--- config.mk ---
export PLATFORM = sky130hd
export DESIGN_NAME = apb_master
export DESIGN_NICKNAME = d
export VERILOG_FILES = /design/src/rtl/apb_pkg.sv /design/src/rtl/apb_decoder.sv /design/src/rtl/apb_master.sv
export SDC_FILE = /design/constraint.sdc
export NUM_CORES = 1
export LEC_CHECK = 0
export ABC_AREA = 1
export CAP_MARGIN = 20
export CORE_ASPECT_RATIO = 1.2
export CORE_MARGIN = 8
export CORE_UTILIZATION = 30
export DETAILED_ROUTE_END_ITERATION = 8
export PLACE_DENSITY_LB_ADDON = 0.08
export SLEW_MARGIN = 30
export SYNTH_ARGS = -nofsm -noshare
export SYNTH_HDL_FRONTEND = slang
export SYNTH_HIERARCHICAL = 1
export SYNTH_SLANG_ARGS = --single-unit
--- constraint.sdc ---
create_clock -name clk -period 4.1 [get_ports clk]
set_input_delay 0.41 -clock clk [delete_from_list [all_inputs] [get_ports clk]]
set_output_delay 0.41 -clock clk [all_outputs]
set_load 0.02 [all_outputs]
--- src/rtl/apb_pkg.sv ---
// apb_pkg: shared FSM state encoding, peripheral region and default data constants
package apb_pkg;
    typedef enum logic [1:0] {IDLE, SETUP, ACCESS, RESP} apb_state_e;
    localparam logic [3:0]  PERIPH_REGION = 4'h1;
    localparam logic [31:0] DATA_ZERO     = 32'h0000_0000;
    localparam logic [31:0] DATA_TIMEOUT  = 32'hDEAD_BEEF;
endpackage

--- src/rtl/apb_decoder.sv ---
// apb_decoder: maps a byte address onto a one-hot APB slave select
import apb_pkg::*;
module apb_decoder #(
    parameter int NUM_SLV = 4
) (
    input  logic [31:0]        addr_i,
    output logic [NUM_SLV-1:0] sel_o,
    output logic               hit_o
);
    always_comb begin
        sel_o = '0;
        for (int i = 0; i < NUM_SLV; i++)
            sel_o[i] = (addr_i[31:28] == PERIPH_REGION) && (addr_i[15:12] == 4'(i));
    end
    assign hit_o = |sel_o;
endmodule

--- src/rtl/apb_master.sv ---
// apb_master: CPU data-bus to APB bridge with IDLE/SETUP/ACCESS/RESP FSM.
// Define APB_TIMEOUT_EN to abort ACCESS after TIMEOUT_CYC cycles without PREADY.
import apb_pkg::*;
module apb_master #(
    parameter int NUM_SLV     = 4,
    parameter int TIMEOUT_CYC = 16
) (
    input  logic                    clk,
    input  logic                    reset,
    input  logic                    busReq,
    input  logic                    busWe,
    input  logic [31:0]             busAddr,
    input  logic [31:0]             busWData,
    output logic [31:0]             busRData,
    output logic                    busReady,
    output logic                    busErr,
    output logic [31:0]             PADDR,
    output logic                    PWRITE,
    output logic [31:0]             PWDATA,
    output logic                    PENABLE,
    output logic [NUM_SLV-1:0]      PSEL,
    input  logic [NUM_SLV-1:0][31:0] PRDATA,
    input  logic [NUM_SLV-1:0]      PREADY
);
    apb_state_e          state_q;
    logic [31:0]         paddr_q, pwdata_q, rdata_q;
    logic                pwrite_q, penable_q, ready_q, err_q;
    logic [NUM_SLV-1:0]  psel_q, dec_sel;
    logic                dec_hit, slv_ready;
    logic [31:0]         slv_rdata;

    apb_decoder #(.NUM_SLV(NUM_SLV)) u_dec (
        .addr_i (busAddr),
        .sel_o  (dec_sel),
        .hit_o  (dec_hit)
    );

    // Only the selected slave's handshake is observed
    always_comb begin
        slv_rdata = '0;
        for (int i = 0; i < NUM_SLV; i++)
            slv_rdata = slv_rdata | (psel_q[i] ? PRDATA[i] : '0);
    end
    assign slv_ready = |(PREADY & psel_q);

`ifdef APB_TIMEOUT_EN
    localparam int CW = $clog2(TIMEOUT_CYC + 1);
    logic [CW-1:0] cnt_q;
`endif

    always_ff @(posedge clk or negedge reset) begin
        if (!reset) begin
            state_q   <= IDLE;
            paddr_q   <= DATA_ZERO;
            pwdata_q  <= DATA_ZERO;
            rdata_q   <= DATA_ZERO;
            pwrite_q  <= 1'b0;
            penable_q <= 1'b0;
            ready_q   <= 1'b0;
            err_q     <= 1'b0;
            psel_q    <= '0;
`ifdef APB_TIMEOUT_EN
            cnt_q     <= '0;
`endif
        end else begin
            case (state_q)
                IDLE: if (busReq) begin
                    paddr_q  <= busAddr;
                    pwrite_q <= busWe;
                    pwdata_q <= busWData;
                    if (dec_hit) begin
                        psel_q  <= dec_sel;
                        state_q <= SETUP;
                    end else begin
                        ready_q <= 1'b1;
                        err_q   <= 1'b1;
                        rdata_q <= DATA_ZERO;
                        state_q <= RESP;
                    end
                end
                SETUP: begin
                    penable_q <= 1'b1;
`ifdef APB_TIMEOUT_EN
                    cnt_q     <= '0;
`endif
                    state_q   <= ACCESS;
                end
                ACCESS: if (slv_ready) begin
                    psel_q    <= '0;
                    penable_q <= 1'b0;
                    ready_q   <= 1'b1;
                    err_q     <= 1'b0;
                    rdata_q   <= pwrite_q ? DATA_ZERO : slv_rdata;
                    state_q   <= RESP;
                end
`ifdef APB_TIMEOUT_EN
                else if (cnt_q == CW'(TIMEOUT_CYC - 1)) begin
                    psel_q    <= '0;
                    penable_q <= 1'b0;
                    ready_q   <= 1'b1;
                    err_q     <= 1'b1;
                    rdata_q   <= DATA_TIMEOUT;
                    state_q   <= RESP;
                end else begin
                    cnt_q <= cnt_q + 1'b1;
                end
`endif
                RESP: begin
                    ready_q <= 1'b0;
                    err_q   <= 1'b0;
                    state_q <= IDLE;
                end
            endcase
        end
    end

    assign busRData = rdata_q;
    assign busReady = ready_q;
    assign busErr   = err_q;
    assign PADDR    = paddr_q;
    assign PWRITE   = pwrite_q;
    assign PWDATA   = pwdata_q;
    assign PENABLE  = penable_q;
    assign PSEL     = psel_q;
endmodule

==> results by stage <==
Detailed routing:
- For this block, the initial DRC count from the detailed router was 201.
- The count of vias placed by the detailed router is 5,249.
- The via density per instance is 4.378.
- The routed wirelength normalized by instance count is 17.24 um.
- The first detailed-routing pass took 4 iterations.
- The remaining antenna violation count is 0.
- The detailed-route wire length is 20,670 um.
- In the routed design, unresolved DRC markers number 0.

Clocking:
- The count of instances resized after the clock tree is built is 0.
- The maximum level of the CTS H-tree is 3.
- The register clock-pin slew on the reported worst setup and hold paths is 0.08 ns.
- For the worst-skew pair, the clock arrives at the later sink with an insertion delay of 0.35 ns.
- The number of buffers added by the clock tree synthesis step is 9.
- The hold buffer count at cts is 0.
- The clock tree from TritonCTS is built.
- After clock tree synthesis, the setup repair step added 0 buffers.
- The number of sinks driven by the clock tree is 106.
- The root buffer cell is sky130_fd_sc_hd__clkbuf_16.
- No sink is reached through more buffers than the 2 on the longest clock path.

Synth:
- Summing the sequential cell areas from Yosys gives 47.04% of the chip area.
- The most used flip-flop cell after synthesis is sky130_fd_sc_hd__dfrtp_1.
- The number of flops mapped to enable cells by yosys is 0.
- The fraction of synthesized cell area taken by the top area cell type is 47.04%.
- The cell type with the largest total area after synthesis is sky130_fd_sc_hd__dfrtp_1.
- The netlist area before placement is 5639 um^2.
- The synthesized design contains 106 register bits.
- By area the synthesized netlist is led by sky130_fd_sc_hd__dfrtp_1, sky130_fd_sc_hd__nand2_1, sky130_fd_sc_hd__mux2_4, sky130_fd_sc_hd__nor2_1, sky130_fd_sc_hd__mux2_2.
- Yosys printed 6 warnings.
- Counting flops with an async set or reset pin after synthesis yields a share of 100.0%.
- The netlist uses 23 different library cells.
- The total nets after synthesis is 855.
- The post-synthesis area per instance is 8.649 um^2.
- Synthesis produced 652 cells.

Final layout:
- Leaving out fill and tap cells, the most frequent cell in the layout is sky130_fd_sc_hd__clkdlybuf4s50_1.
- In the layout the commonest cells are sky130_fd_sc_hd__clkdlybuf4s50_1, sky130_fd_sc_hd__nand2_1, sky130_fd_sc_hd__dfrtp_1.
- In the final layout, the share of cells above drive strength 1 is 12.00%.
- The layout overhead on the synthesized area is 61.59%.
- The final non-filler cell total is 1,199.
- At the end of the flow, the number of nets in the layout was 1,140.

Die:
- The floorplan step set the die height to 166.2 um.
- The initial utilization of the core area, before any placement, comes to 30.24%.
- The total number of placement rows is 55.
- In this run the standard cell core region covers 18,650 um^2.
- 304 I/O pins were placed.
- The area of the die is 23,460 um^2.
- The die is 141.2 um wide.

Placement:
- The routability-driven placement congestion ratio is 0.8418.
- The number of cells after detailed placement is 1,182.
- The count of buffers added on input and output ports is 303.
- Detailed placement finished with a half-perimeter wire length of 15,970 um.

Worst setup path:
- The element type at the critical path start is a register.
- The critical path goes through inv_1 -> ha_1 -> nand2_4 -> buf_4 -> mux2_4.
- The required time reported for the critical path endpoint is 4.34 ns.
- The cell family contributing the most delay on the critical path is simple AND/OR/NAND/NOR gates.
- On the worst path, the slowest cell contributes a delay of 0.56 ns.
- The type of the worst setup path is reg -> reg.
- Along the worst path, the maximum fanout reaches 53.
- The number of buffer and inverter instances along the worst setup path is 2.
- STA puts the critical path data arrival time at 2.61 ns.
- The category of the worst setup path capture point is a register.
- The slowest stage of the critical path belongs to the cell sky130_fd_sc_hd__nand2_4.

Worst hold path:
- The path class of the tightest hold or removal check is in -> async.

STA:
- The maximum achievable frequency is 421.7 MHz.
- The final count of hold timing violations is 0.
- The worst slew slack as a fraction of its limit is 43.30%.
- The final critical path takes up 57.84% of the cycle.
- The setup TNS after final layout is 0 ns.
- Setup violations remaining at the end of the flow were counted as 0.
- Setup repair after global routing left no endpoint under its margin.
- Counting I/O delays and the setup requirement, the final critical path takes 2.372 ns.
- The max-slew violation count is 0.
- On the final layout, the worst clock skew is 0.008996 ns.
- The actual slew at the worst max-slew pin is 0.8505 ns.

Power:
- The maximum resistive drop on vdd is 0.4474 mV.
- The ratio of total power to cell area is 568.6 nW/um^2.
- The cell leakage power is 4.241 nW.

Global routing:
- The number of global-route vias before repair came to 5,385.
- Global routing consumed, over all layers together, 17.47% of the routing resources.
- Entering global routing, the biggest net connects 54 pins.
- The wire length of the first global-routing pass is 31,860 um.
- The initial antenna violation count was 0.
- The overall overflow remaining after global route is 0.

Run status:
- The flow ran to the end, and the final reports show no timing, DRC or antenna violations.

Job:
- The max-cap violation count is 0.
per-layer routing:
layer | vias to the layer above | GRT usage [%] | wire length [um]
met4 | 0 | 4.869 | 323
li1 | 2621 | - | -
met5 | - | 0 | 0
met3 | 20 | 7.564 | 2165
met2 | 214 | 27.66 | 9540
met1 | 2394 | 21.16 | 8644
cell usage after synthesis, types with 2 or more instances:
cell type / n
sky130_fd_sc_hd__a21oi_1: 2
sky130_fd_sc_hd__buf_1: 2
sky130_fd_sc_hd__buf_2: 19
sky130_fd_sc_hd__buf_4: 4
sky130_fd_sc_hd__buf_6: 11
sky130_fd_sc_hd__dfrtp_1: 106
sky130_fd_sc_hd__ha_1: 3
sky130_fd_sc_hd__inv_1: 15
sky130_fd_sc_hd__inv_2: 2
sky130_fd_sc_hd__mux2_2: 26
sky130_fd_sc_hd__mux2_4: 38
sky130_fd_sc_hd__nand2_1: 273
sky130_fd_sc_hd__nand2_2: 13
sky130_fd_sc_hd__nand3_1: 36
sky130_fd_sc_hd__nand4_1: 6
sky130_fd_sc_hd__nor2_1: 83
sky130_fd_sc_hd__nor2_4: 4
sky130_fd_sc_hd__o21ai_0: 4
final cells by class:
cell class | count | area [um^2]
Timing Repair Buffer | 311 | 3090
Antenna cell | 1 | 2.502
Multi-Input combinational cell | 492 | 2670
Clock inverter | 7 | 87.58
Clock buffer | 9 | 225.2
Fill cell | 1831 | 9537
Inverter | 17 | 63.81
Tap cell | 256 | 320.3
Sequential cell | 106 | 2653
final timing paths:
check | start | end | slack, ns | cells past startpoint
worst max-delay path | state_q[0] | PWDATA[12] | 1.73 | 5
worst min-delay path | reset | busRData[3] | 0.0009 | 1
worst max register to register | state_q[0] | PWDATA[12] | 1.73 | 5
worst min register to register | busReady | busReady | 0.48 | 2
max in group asynchronous | reset | PWDATA[28] | 3.22 | 2
min in group clk | busReady | busReady | 0.48 | 2
flip-flops by register name (all words and copies together), names as in the netlist:
name / flops
state_q: 2
PENABLE: 1
busRData: 32
PWDATA: 32
PSEL: 4
busReady: 1
busErr: 1
PWRITE: 1
PADDR: 32
logic make-up after synthesis:
logic type	synth area share, %
AO/OA/AOI/OAI	0.8210
adder cells (fa/ha/maj)	0.6657
flip-flops	47.04
buffers and inverters	5.747
multiplexers	15.31
AND/OR/NAND/NOR	30.42
metrics by stage:
stage / worst slack [ns] / hold WS, ns / instance area, um^2 / utilization (%) / power (W)
2_1_floorplan: 2.484 / 0.1144 / 5639 / - / 0.003221
3_3_place_gp: 1.410 / 0.4073 / 8795 / 47.16 / 0.004320
3_5_place_dp: 1.392 / 0.4068 / 8797 / 47.17 / 0.004315
4_1_cts: 1.707 / 0.01124 / 9110 / 48.85 / 0.005273
5_1_grt: 1.576 / 0.02242 / 9110 / 48.85 / 0.005500
6_report: 1.728 / 0.0009297 / 9112 / 48.86 / 0.005182
where the power goes:
group | switching (W) | internal, W
Combinational | 0.00134 | 0.00133
Sequential | 0.000192 | 0.00141
Clock | 0.000425 | 0.000487
Total | 0.00196 | 0.00323
Note: power is estimated with default switching activity, not from simulation.
